### src/rtl/adc_pkg.sv
// Shared definitions for the ADC128S-style SPI converter model.
//   - channel numbers of the populated inputs
//   - SPI frame geometry and the position of the channel field in the command
//   - rising-edge counter type and the helper that builds the TX word
package adc_pkg;

  localparam int FRAME_BITS   = 16;
  localparam int DATA_BITS    = 12;
  localparam int CMD_CHAN_MSB = 13;
  localparam int CMD_CHAN_LSB = 11;
  localparam int CNT_BITS     = 5;

  typedef logic [2:0]            chan_t;
  typedef logic [CNT_BITS-1:0]   cnt_t;
  typedef logic [DATA_BITS-1:0]  sample_t;
  typedef logic [FRAME_BITS-1:0] word_t;

  localparam chan_t CH_LD_LFT  = 3'd0;
  localparam chan_t CH_LD_RGHT = 3'd4;
  localparam chan_t CH_STEER   = 3'd5;
  localparam chan_t CH_BATT    = 3'd6;

  localparam cnt_t CNT_MAX  = '1;
  localparam cnt_t CNT_FULL = cnt_t'(FRAME_BITS);

  // Result word: four leading zeros, then the 12-bit sample, MSB first.
  function automatic word_t tx_word(input sample_t value);
    return {{(FRAME_BITS-DATA_BITS){1'b0}}, value};
  endfunction

endpackage

### src/rtl/adc128s_fc_if.sv
// SPI bus between the A2D master (DUT under test) and the converter model.
//   SS_n : active-low chip select, master -> slave
//   SCLK : serial clock, idles high, master -> slave
//   MOSI : command bits, MSB first, master -> slave
//   MISO : result bits, MSB first, slave -> master
interface adc128s_fc_if;
  logic SS_n;
  logic SCLK;
  logic MOSI;
  logic MISO;

  modport master (output SS_n, output SCLK, output MOSI, input MISO);
  modport slave  (input SS_n, input SCLK, input MOSI, output MISO);
endinterface

### src/rtl/adc_spi_edge.sv
// Brings the asynchronous SPI pins into the clk domain and detects edges.
//   clk, rst_n            : system clock, async active-low reset
//   ss_n_raw/sclk_raw     : SPI pins straight from the bus
//   mosi_raw              : command data pin
//   ss_active             : synchronised chip select is asserted (low)
//   ss_fall/ss_rise       : one-clk pulses on chip-select edges
//   sclk_rise/sclk_fall   : one-clk pulses on SCLK edges
//   mosi                  : MOSI delayed by the same two flops as SCLK, so it
//                           lines up with sclk_rise
module adc_spi_edge (
  input  logic clk,
  input  logic rst_n,
  input  logic ss_n_raw,
  input  logic sclk_raw,
  input  logic mosi_raw,
  output logic ss_active,
  output logic ss_fall,
  output logic ss_rise,
  output logic sclk_rise,
  output logic sclk_fall,
  output logic mosi
);

  // [0],[1] form the synchroniser, [2] holds the previous synced value.
  logic [2:0] ss_sync;
  logic [2:0] sclk_sync;
  logic [1:0] mosi_sync;

  // Idle-high reset values keep a bus at rest from looking like an edge.
  always_ff @(posedge clk or negedge rst_n) begin
    if (!rst_n) begin
      ss_sync   <= '1;
      sclk_sync <= '1;
      mosi_sync <= '1;
    end else begin
      // NOTE: non-blocking assignments make every flop sample the old value of
      // its neighbour, which is what turns these vectors into shift chains.
      ss_sync   <= {ss_sync[1:0], ss_n_raw};
      sclk_sync <= {sclk_sync[1:0], sclk_raw};
      mosi_sync <= {mosi_sync[0], mosi_raw};
    end
  end

  assign ss_active = ~ss_sync[1];
  assign ss_fall   =  ss_sync[2] & ~ss_sync[1];
  assign ss_rise   = ~ss_sync[2] &  ss_sync[1];
  assign sclk_rise = ~sclk_sync[2] &  sclk_sync[1];
  assign sclk_fall =  sclk_sync[2] & ~sclk_sync[1];
  assign mosi      =  mosi_sync[1];

endmodule

### src/rtl/adc128s_fc.sv
// Behavioural-but-synthesizable 8-channel 12-bit SPI A2D converter model.
// Each frame carries a channel command; the result for that channel comes
// back in the following frame.
//   clk, rst_n   : system clock, async active-low reset
//   spi          : SPI slave port (SS_n, SCLK, MOSI in; MISO out)
//   ld_cell_lft  : value for channel 0
//   ld_cell_rght : value for channel 4
//   steerPot     : value for channel 5
//   batt         : value for channel 6
//   Channels 1, 2, 3 and 7 read as zero.
module adc128s_fc
  import adc_pkg::*;
#(
  parameter int SCLK_MIN_PHASE = 4
) (
  input  logic             clk,
  input  logic             rst_n,
  adc128s_fc_if.slave      spi,
  input  logic [11:0]      ld_cell_lft,
  input  logic [11:0]      ld_cell_rght,
  input  logic [11:0]      steerPot,
  input  logic [11:0]      batt
);

  // Edge detection takes two clocks and the TX update one more, so shorter
  // SCLK phases would let the master sample MISO before it has moved.
  if (SCLK_MIN_PHASE < 3) begin : g_phase_chk
    $error("adc128s_fc: SCLK_MIN_PHASE must be at least 3");
  end

  logic    ss_active, ss_fall, ss_rise, sclk_rise, sclk_fall, mosi;
  word_t   tx;
  word_t   rx;
  cnt_t    rise_cnt;
  chan_t   chan_ptr;
  sample_t chan_value;

  adc_spi_edge u_edge (
    .clk       (clk),
    .rst_n     (rst_n),
    .ss_n_raw  (spi.SS_n),
    .sclk_raw  (spi.SCLK),
    .mosi_raw  (spi.MOSI),
    .ss_active (ss_active),
    .ss_fall   (ss_fall),
    .ss_rise   (ss_rise),
    .sclk_rise (sclk_rise),
    .sclk_fall (sclk_fall),
    .mosi      (mosi)
  );

  always_comb begin
    // NOTE: the default before the case keeps this purely combinational; a
    // path that left chan_value unassigned would infer a latch.
    chan_value = '0;
    case (chan_ptr)
      CH_LD_LFT:  chan_value = ld_cell_lft;
      CH_LD_RGHT: chan_value = ld_cell_rght;
      CH_STEER:   chan_value = steerPot;
      CH_BATT:    chan_value = batt;
      default:    chan_value = '0;
    endcase
  end

  // The value is captured once at frame start, so input changes mid-frame
  // never disturb the bits already on their way out.
  always_ff @(posedge clk or negedge rst_n) begin
    if (!rst_n) begin
      tx       <= '0;
      rx       <= '0;
      rise_cnt <= '0;
    end else if (ss_fall) begin
      tx       <= tx_word(chan_value);
      rise_cnt <= '0;
    end else if (ss_active) begin
      if (sclk_rise) begin
        rx <= {rx[FRAME_BITS-2:0], mosi};
        if (rise_cnt != CNT_MAX) rise_cnt <= rise_cnt + cnt_t'(1);
      end
      // SCLK idles high, so the first fall of a frame precedes any rise and
      // has no bit to advance past; a zero rise count identifies it.
      if (sclk_fall && rise_cnt != '0) tx <= {tx[FRAME_BITS-2:0], 1'b0};
    end
  end

  // Only a complete frame may retarget the pipeline; short frames are dropped.
  always_ff @(posedge clk or negedge rst_n) begin
    if (!rst_n) begin
      chan_ptr <= CH_LD_LFT;
    end else if (ss_rise && rise_cnt == CNT_FULL) begin
      chan_ptr <= rx[CMD_CHAN_MSB:CMD_CHAN_LSB];
    end
  end

  // Gated by the raw pin so MISO drops the moment chip select is released.
  assign spi.MISO = ~spi.SS_n & tx[FRAME_BITS-1];

  // Only the channel field of the command is meaningful.
  logic unused_rx_bits;
  assign unused_rx_bits = ^{rx[FRAME_BITS-1:CMD_CHAN_MSB+1], rx[CMD_CHAN_LSB-1:0]};

endmodule

### src/flat_wrapper.sv
// flat-port wrapper written by rule: the top's interface ports become plain ports
module adc128s_fc_flat import adc_pkg::*;
#(
  parameter int SCLK_MIN_PHASE = 4
)
  (clk, rst_n, ld_cell_lft, ld_cell_rght, steerPot, batt, spi_SS_n, spi_SCLK, spi_MOSI, spi_MISO);
  adc128s_fc_if spi_i ();
  input  logic clk;
  input  logic rst_n;
  input  logic [11:0] ld_cell_lft;
  input  logic [11:0] ld_cell_rght;
  input  logic [11:0] steerPot;
  input  logic [11:0] batt;
  input wire logic [$bits(spi_i.SS_n)-1:0] spi_SS_n;
  input wire logic [$bits(spi_i.SCLK)-1:0] spi_SCLK;
  input wire logic [$bits(spi_i.MOSI)-1:0] spi_MOSI;
  output wire logic [$bits(spi_i.MISO)-1:0] spi_MISO;
  assign spi_i.SS_n = spi_SS_n;
  assign spi_i.SCLK = spi_SCLK;
  assign spi_i.MOSI = spi_MOSI;
  assign spi_MISO = spi_i.MISO;
  adc128s_fc #(.SCLK_MIN_PHASE(SCLK_MIN_PHASE)) u_core (.clk(clk), .rst_n(rst_n), .spi(spi_i), .ld_cell_lft(ld_cell_lft), .ld_cell_rght(ld_cell_rght), .steerPot(steerPot), .batt(batt));
endmodule
### config.mk
export PLATFORM = sky130hd
export DESIGN_NAME = adc128s_fc_flat
export DESIGN_NICKNAME = d
export VERILOG_FILES = /design/src/rtl/adc_pkg.sv /design/src/rtl/adc128s_fc_if.sv /design/src/rtl/adc_spi_edge.sv /design/src/rtl/adc128s_fc.sv /design/src/flat_wrapper.sv
export SDC_FILE = /design/constraint.sdc
export NUM_CORES = 1
export LEC_CHECK = 0
export ABC_CLOCK_PERIOD_IN_PS = 4300
export BUFFER_PORTS_ARGS = -buffer_cell sky130_fd_sc_hd__buf_2
export CORE_MARGIN = 2
export CORE_UTILIZATION = 57
export CTS_CLUSTER_DIAMETER = 50
export CTS_CLUSTER_SIZE = 16
export DETAILED_ROUTE_END_ITERATION = 8
export MAX_ROUTING_LAYER = met4
export PLACE_DENSITY = 0.84
export REMOVE_ABC_BUFFERS = 1
export SLEW_MARGIN = 20
export SYNTH_ARGS = -nofsm -noshare
export SYNTH_HDL_FRONTEND = slang
export SYNTH_SLANG_ARGS = --single-unit
### constraint.sdc
create_clock -name clk -period 4.3 [get_ports clk]
set_input_delay 0.43 -clock clk [delete_from_list [all_inputs] [get_ports clk]]
set_output_delay 0.43 -clock clk [all_outputs]
set_load 0.01 [all_outputs]
=== After elaboration in Yosys (flattened, before gate mapping) ===
Index checks and enable logic that the tools add are counted.

* Bits of input ports: 53
* Register bits: 46
* Word-level logic and storage cells: 43
* Output and inout bits: 1

* Multiplexer cells: 8
* Add/subtract/negate cells: 1
* Bitwise gates (word level): 11
* Eq/ne operators: 6
* Reduce and logical (&&, ||, !) cells: 10

{| class="wikitable"
|+ Operators by type and width
! cell !! count
|-
| 16-bit 2-to-1 mux || 3
|-
| 12-bit case mux with 4 select lines || 1
|-
| 5-bit 2-to-1 mux || 4
|-
| 3-bit == test (second input constant) || 3
|-
| 1-bit inverter || 6
|-
| 3-bit AND reduction || 2
|-
| 2-bit nonzero test || 3
|-
| 5-bit by 1-bit adder with 5-bit output (second input constant) || 1
|-
| 1-bit bitwise AND || 5
|-
| 5-bit == test (second input constant) || 1
|-
| 5-bit inequality test (second input constant) || 1
|-
| 5-bit nonzero test || 1
|-
| 3-bit logical NOT || 1
|-
| 1-bit logical AND || 2
|-
| 2-bit by 1-bit inequality test with 1-bit output (second input constant) || 1
|-
| 2-bit AND reduction || 1
|}

=== Logic depth before layout (Yosys ltp) ===
* Depth in word-level cells: 6
* Gate-level depth with buffers: 7
* Depth with buffers taken out: 7

=== Modules after synthesis ===
Synthesis repeated with hierarchy kept, for this count alone.

* Cell total of the unflattened synthesis: 226
* Area, all modules: 2596.2 sq um

{| class="wikitable"
|+ Modules (own cells, without submodules)
! module !! seq. area each (sq um) !! cells each !! area each (sq um) !! instances
|-
| adc128s_fc || 950.9 || 213 || 2352.3 || 1
|-
| adc_spi_edge || 210.2 || 13 || 244.0 || 1
|}

=== Worst setup path before layout ===
OpenSTA, ideal clock, no wires.

* Kind: flip-flop to flip-flop
* Start point: reg u_core.rise_cnt[0]
* End point: reg u_core.rise_cnt[3]
* Arrival: 1.615 ns
* Required time: 4.163 ns
* Cell stages (with the launch flop): 8
* Path slack: 2.549 ns
* Library setup time: 0.137 ns
* Path through: dfrtp_1 > ha_1 > and3_1 > ha_1 > nor4b_4 > nand4_1 > xor2_1 > nor2_1

* Longest elaborated chain between the ends: 5

{| class="wikitable"
|+ Ends and longest elaborated chain
! what !! RTL line !! text
|-
| from (decl) || adc128s_fc.sv:34 || <nowiki>cnt_t rise_cnt;</nowiki>
|-
| from (signal assigned) || adc128s_fc.sv:78 || <nowiki>if (rise_cnt != CNT_MAX) rise_cnt <= rise_cnt + cnt_t'(1);</nowiki>
|-
| 5-bit by 1-bit adder with 5-bit output || adc128s_fc.sv:78 ||
|-
| 5-bit 2-to-1 mux || adc128s_fc.sv:78 ||
|-
| 5-bit 2-to-1 mux || adc128s_fc.sv:76 || <nowiki>if (sclk_rise) begin</nowiki>
|-
| 5-bit 2-to-1 mux || adc128s_fc.sv:75 || <nowiki>end else if (ss_active) begin</nowiki>
|-
| 5-bit 2-to-1 mux || adc128s_fc.sv:72 || <nowiki>end else if (ss_fall) begin</nowiki>
|}

Parallel ways exist; a longest one is shown, timed or not. The select of a mux whose other input is x is not followed.
A chain may end at the register's enable or synchronous reset.

=== Worst setup path in the final report ===
* Start point: reg u_core.rise_cnt[0]
* End point: reg u_core.tx[1]

* Longest elaborated chain between the ends: 4

{| class="wikitable"
|+ Ends and longest elaborated chain
! what !! RTL line !! text
|-
| 5-bit nonzero test || adc128s_fc.sv:82 || <nowiki>if (sclk_fall && rise_cnt != '0) tx <= {tx[FRAME_BITS-2:0], 1'b0};</nowiki>
|-
| 1-bit logical AND || adc128s_fc.sv:82 ||
|-
| 2-bit nonzero test (no source line) || -- ||
|-
| 2-bit AND reduction (no source line) || -- ||
|-
| to (signal assigned) || adc128s_fc.sv:73 || <nowiki>tx <= tx_word(chan_value);</nowiki>
|-
| to (signal assigned) || adc128s_fc.sv:82 ||
|-
| to (decl) || adc128s_fc.sv:32 || <nowiki>word_t tx;</nowiki>
|}

No other way between the ends.

==> metrics.md <==
| Metric | Value |
|---|---|
| CTS max path bufs | 2 |
| Global-route wire length before repair | 7310 um |
| DRC violations left | 0 |
| Gr ovfl total | 0 |
| Reg area | 1160 sq um |
| Initial antenna violation count | 0 |
| Total CTS buffers | 5 |
| CTS tree | built |
| RSZ-0062 raised after global routing | false |
| Final Max Tran Viols | 0 |
| Vias in the first global route | 1621 |
| Final worst slack | 2.22 ns |
| Row cnt | 23 |
| Mapped Area | 2310 sq um |
| Final Cycle Share | 0.484 |
| Setup CP Type | reg -> reg |
| Critical path, cell by cell | inv_1 -> ha_1 -> nor3b_1 -> a221oi_4 -> o21ai_0 -> o22a_1 |
| Chip Height | 67.6 um |
| Final Skew | 0.0103 ns |
| Tot Pwr | 938 uW |
| Core Region | 3940 sq um |
| Gate power share | 0.149 |
| H-tree levels | 2 |
| # IOs | 54 |
| Final nets | 309 |
| Arrival time of the worst setup path | 2.29 ns |
| Drt initial violations | 91 |
| Share of post-route cells with drive strength above 1 | 0.354 |
| Wire per inst | 14.4 um |
| 1st-pass router iterations | 4 |
| Critical Path RT | 4.51 ns |
| FF+latch count, synth | 46 |
| Worst-margin pin slew | 0.987 ns |
| Post-Route WL | 4380 um |
| Fmax | 480 MHz |
| Slowest CP cell | a221oi_4 |
| Critical Path Sink Type | flip-flop |
| DR vias/cell | 5.66 |
| Starting Density | 0.586 |
| WP buf/inv | 1 |
| Syn-to-layout area delta | 14.9% |
| Gr usage total | 0.223 |
| Placed Area | 2560 sq um |
| Leak | 1.22 nW |
| Clk root buf | clkbuf_8 |
| Pre-CTS WS | 2.23 ns |
| Ys Warns | 0 |
| Switching pwr | 248 uW |
| Sw frac | 0.265 |
| Synth unique cells | 37 |
| IR Drop Worst-Case VDD | 0.241 mV |
| Synth Instances | 207 |
| Largest net degree at the start of global routing | 47 |
| Cts repair resizes | 0 |
| Core Util, Final | 0.673 |
| Final setup fails | 0 |
| Clock power frac | 0.283 |
| Flop pwr share | 0.568 |
| Max Cap Violations | 0 |
| Run status | finished, final reports clean |
| Max_slew headroom | 0.342 |
| Crit path max-delay family | compound AO/OA/AOI/OAI gates |
| Setup bufs post-CTS | 0 |
| Clk sink count | 46 |
| Internal power | 690 uW |
| PwrDens | 353 nW/um^2 |
| Clk Latency, worst-skew pair | 0.31 ns |
| HP Class | in -> reg |
| Area of the multi-input gates | 1050 sq um |
| CP peak stage delay | 0.72 ns |
| Post-DP HPWL | 3060 um |
| Die width | 67.6 um |
| Worst Setup Start Kind | flip-flop |
| Final hold viol count | 0 |
| Antenna Violating Nets Remaining | 0 |
| Via count | 1722 |
| Register area share after synthesis | 0.503 |
| ANT cells | 0 |
| IO buf count | 53 |
| Post-route setup TNS | 0 ns |
| Die footprint | 4580 sq um |
| Clk slew on worst S/H paths | 0.09 ns |
| Syn avg cell area | 11.2 sq um |
| Fillers | 309 |
| CP max FO | 23 |
| Final estimated routing congestion in global placement | 0.751 |
| # hold bufs at CTS | 0 |
| Design Area, Final | 2650 sq um |
| Minimum clock period | 2.08 ns |
==> power groups by stage <==
stage,Clock (mW),Sequential [mW],Combinational (mW)
2_1_floorplan,0,0.529,0.0963
3_3_place_gp,0,0.537,0.136
3_5_place_dp,0,0.541,0.140
4_1_cts,0.273,0.533,0.142
5_1_grt,0.290,0.541,0.159
6_report,0.265,0.533,0.140
==> path summary, 6_finish.rpt <==
| kind | depth (start not counted) | startpoint | slack [ns] | to |
|---|---|---|---|---|
| setup / recovery | 6 | u_core.rise_cnt[0]$_DFFE_PN0P_ | 2.22 | u_core.tx[1]$_DFFE_PN0P_ |
| hold / removal | 1 | spi_MOSI | 0.21 | u_core.u_edge.mosi_sync[0]$_DFF_PN1_ |
| setup reg to reg | 6 | u_core.rise_cnt[0]$_DFFE_PN0P_ | 2.22 | u_core.tx[1]$_DFFE_PN0P_ |
| hold reg to reg | 0 | u_core.u_edge.mosi_sync[0]$_DFF_PN1_ | 0.36 | u_core.u_edge.mosi_sync[1]$_DFF_PN1_ |
| max in group asynchronous | 1 | rst_n | 3.42 | u_core.tx[8]$_DFFE_PN0P_ |
| min in group asynchronous | 1 | rst_n | 0.28 | u_core.rx[13]$_DFFE_PN0P_ |
==> cell families (layout without fill, tap and decap cells) <==
family / Yosys count / after routing / share of synthesized area
DFF: 46 / 46 / 0.503
buffers and inverters: 19 / 66 / 0.0412
and+or+nand+nor: 49 / 49 / 0.117
muxes: 22 / 22 / 0.105
AOI/OAI and AO/OA: 65 / 65 / 0.207
adders and majority gates: 3 / 3 / 0.0163
xor gates and xnor gates: 3 / 3 / 0.0114
==> sequential cells by signal, indices dropped and copies added (netlist names) <==
signal and cells:
u_core.chan_ptr 3, u_core.rise_cnt 5, u_core.rx 14, u_core.tx 16, u_core.u_edge.mosi_sync 2, u_core.u_edge.sclk_sync 3, u_core.u_edge.ss_sync 3
==> synthesized netlist by cell type (all sizes together) <==
| library cell | count | area share |
|---|---|---|
| dfrtp | 38 | 0.41 |
| nor3b | 1 | 0.0033 |
| buf | 8 | 0.022 |
| a22o | 1 | 0.0038 |
| o21ai | 4 | 0.0087 |
| or3 | 1 | 0.0027 |
| and3 | 1 | 0.0027 |
| a22oi | 11 | 0.036 |
| a211oi | 11 | 0.036 |
| nand4 | 1 | 0.0027 |
| a221oi | 1 | 0.011 |
| nand3b | 1 | 0.0033 |
| nand2 | 22 | 0.036 |
| mux2i | 5 | 0.022 |
| ha | 3 | 0.016 |
| nor4b | 4 | 0.028 |
| a21oi | 14 | 0.030 |
| xor2 | 2 | 0.0076 |
| nor2 | 12 | 0.020 |
| inv | 5 | 0.0081 |
| mux2 | 17 | 0.083 |
| a21boi | 11 | 0.036 |
| clkbuf | 6 | 0.011 |
| dfstp | 8 | 0.091 |
| o22a | 11 | 0.042 |
| nand2b | 2 | 0.0065 |
| o32ai | 1 | 0.0038 |
| nor2b | 3 | 0.0081 |
| and4 | 1 | 0.0038 |
| xnor2 | 1 | 0.0038 |
==> area by class of cell <==
cell class,count,share of cell area
clock buffer,5,0.0259
inverter,5,0.00708
tap,50,0.0236
clock inverter,3,0.00802
sequential,46,0.438
multi-input combinational,142,0.398
timing repair buffer,53,0.100
==> metrics by stage <==
stage / instances / hold slack, ns
2_1_floorplan: 193 / 0.134
3_3_place_gp: 296 / 0.346
3_5_place_dp: 296 / 0.348
4_1_cts: 304 / 0.203
5_1_grt: 304 / 0.203
6_report: 304 / 0.214
==> layer usage <==
layer	GRT usage	vias to the layer above	wire length, um
met5	-	-	0
met4	0.107	0	93
met3	0.0400	8	160
met2	0.350	38	2180
met1	0.280	833	1950
li1	-	843	-
==> cells in the final DEF, fill, tap and decap left out, drive strengths merged, types with 8 or more instances in the layout <==
master and n:
a211oi 11, a21boi 11, a21oi 14, a22oi 11, buf 53, dfrtp 38
dfstp 8, mux2 17, nand2 22, nor2 12, o22a 11
Power figures use the tool's default switching activity.
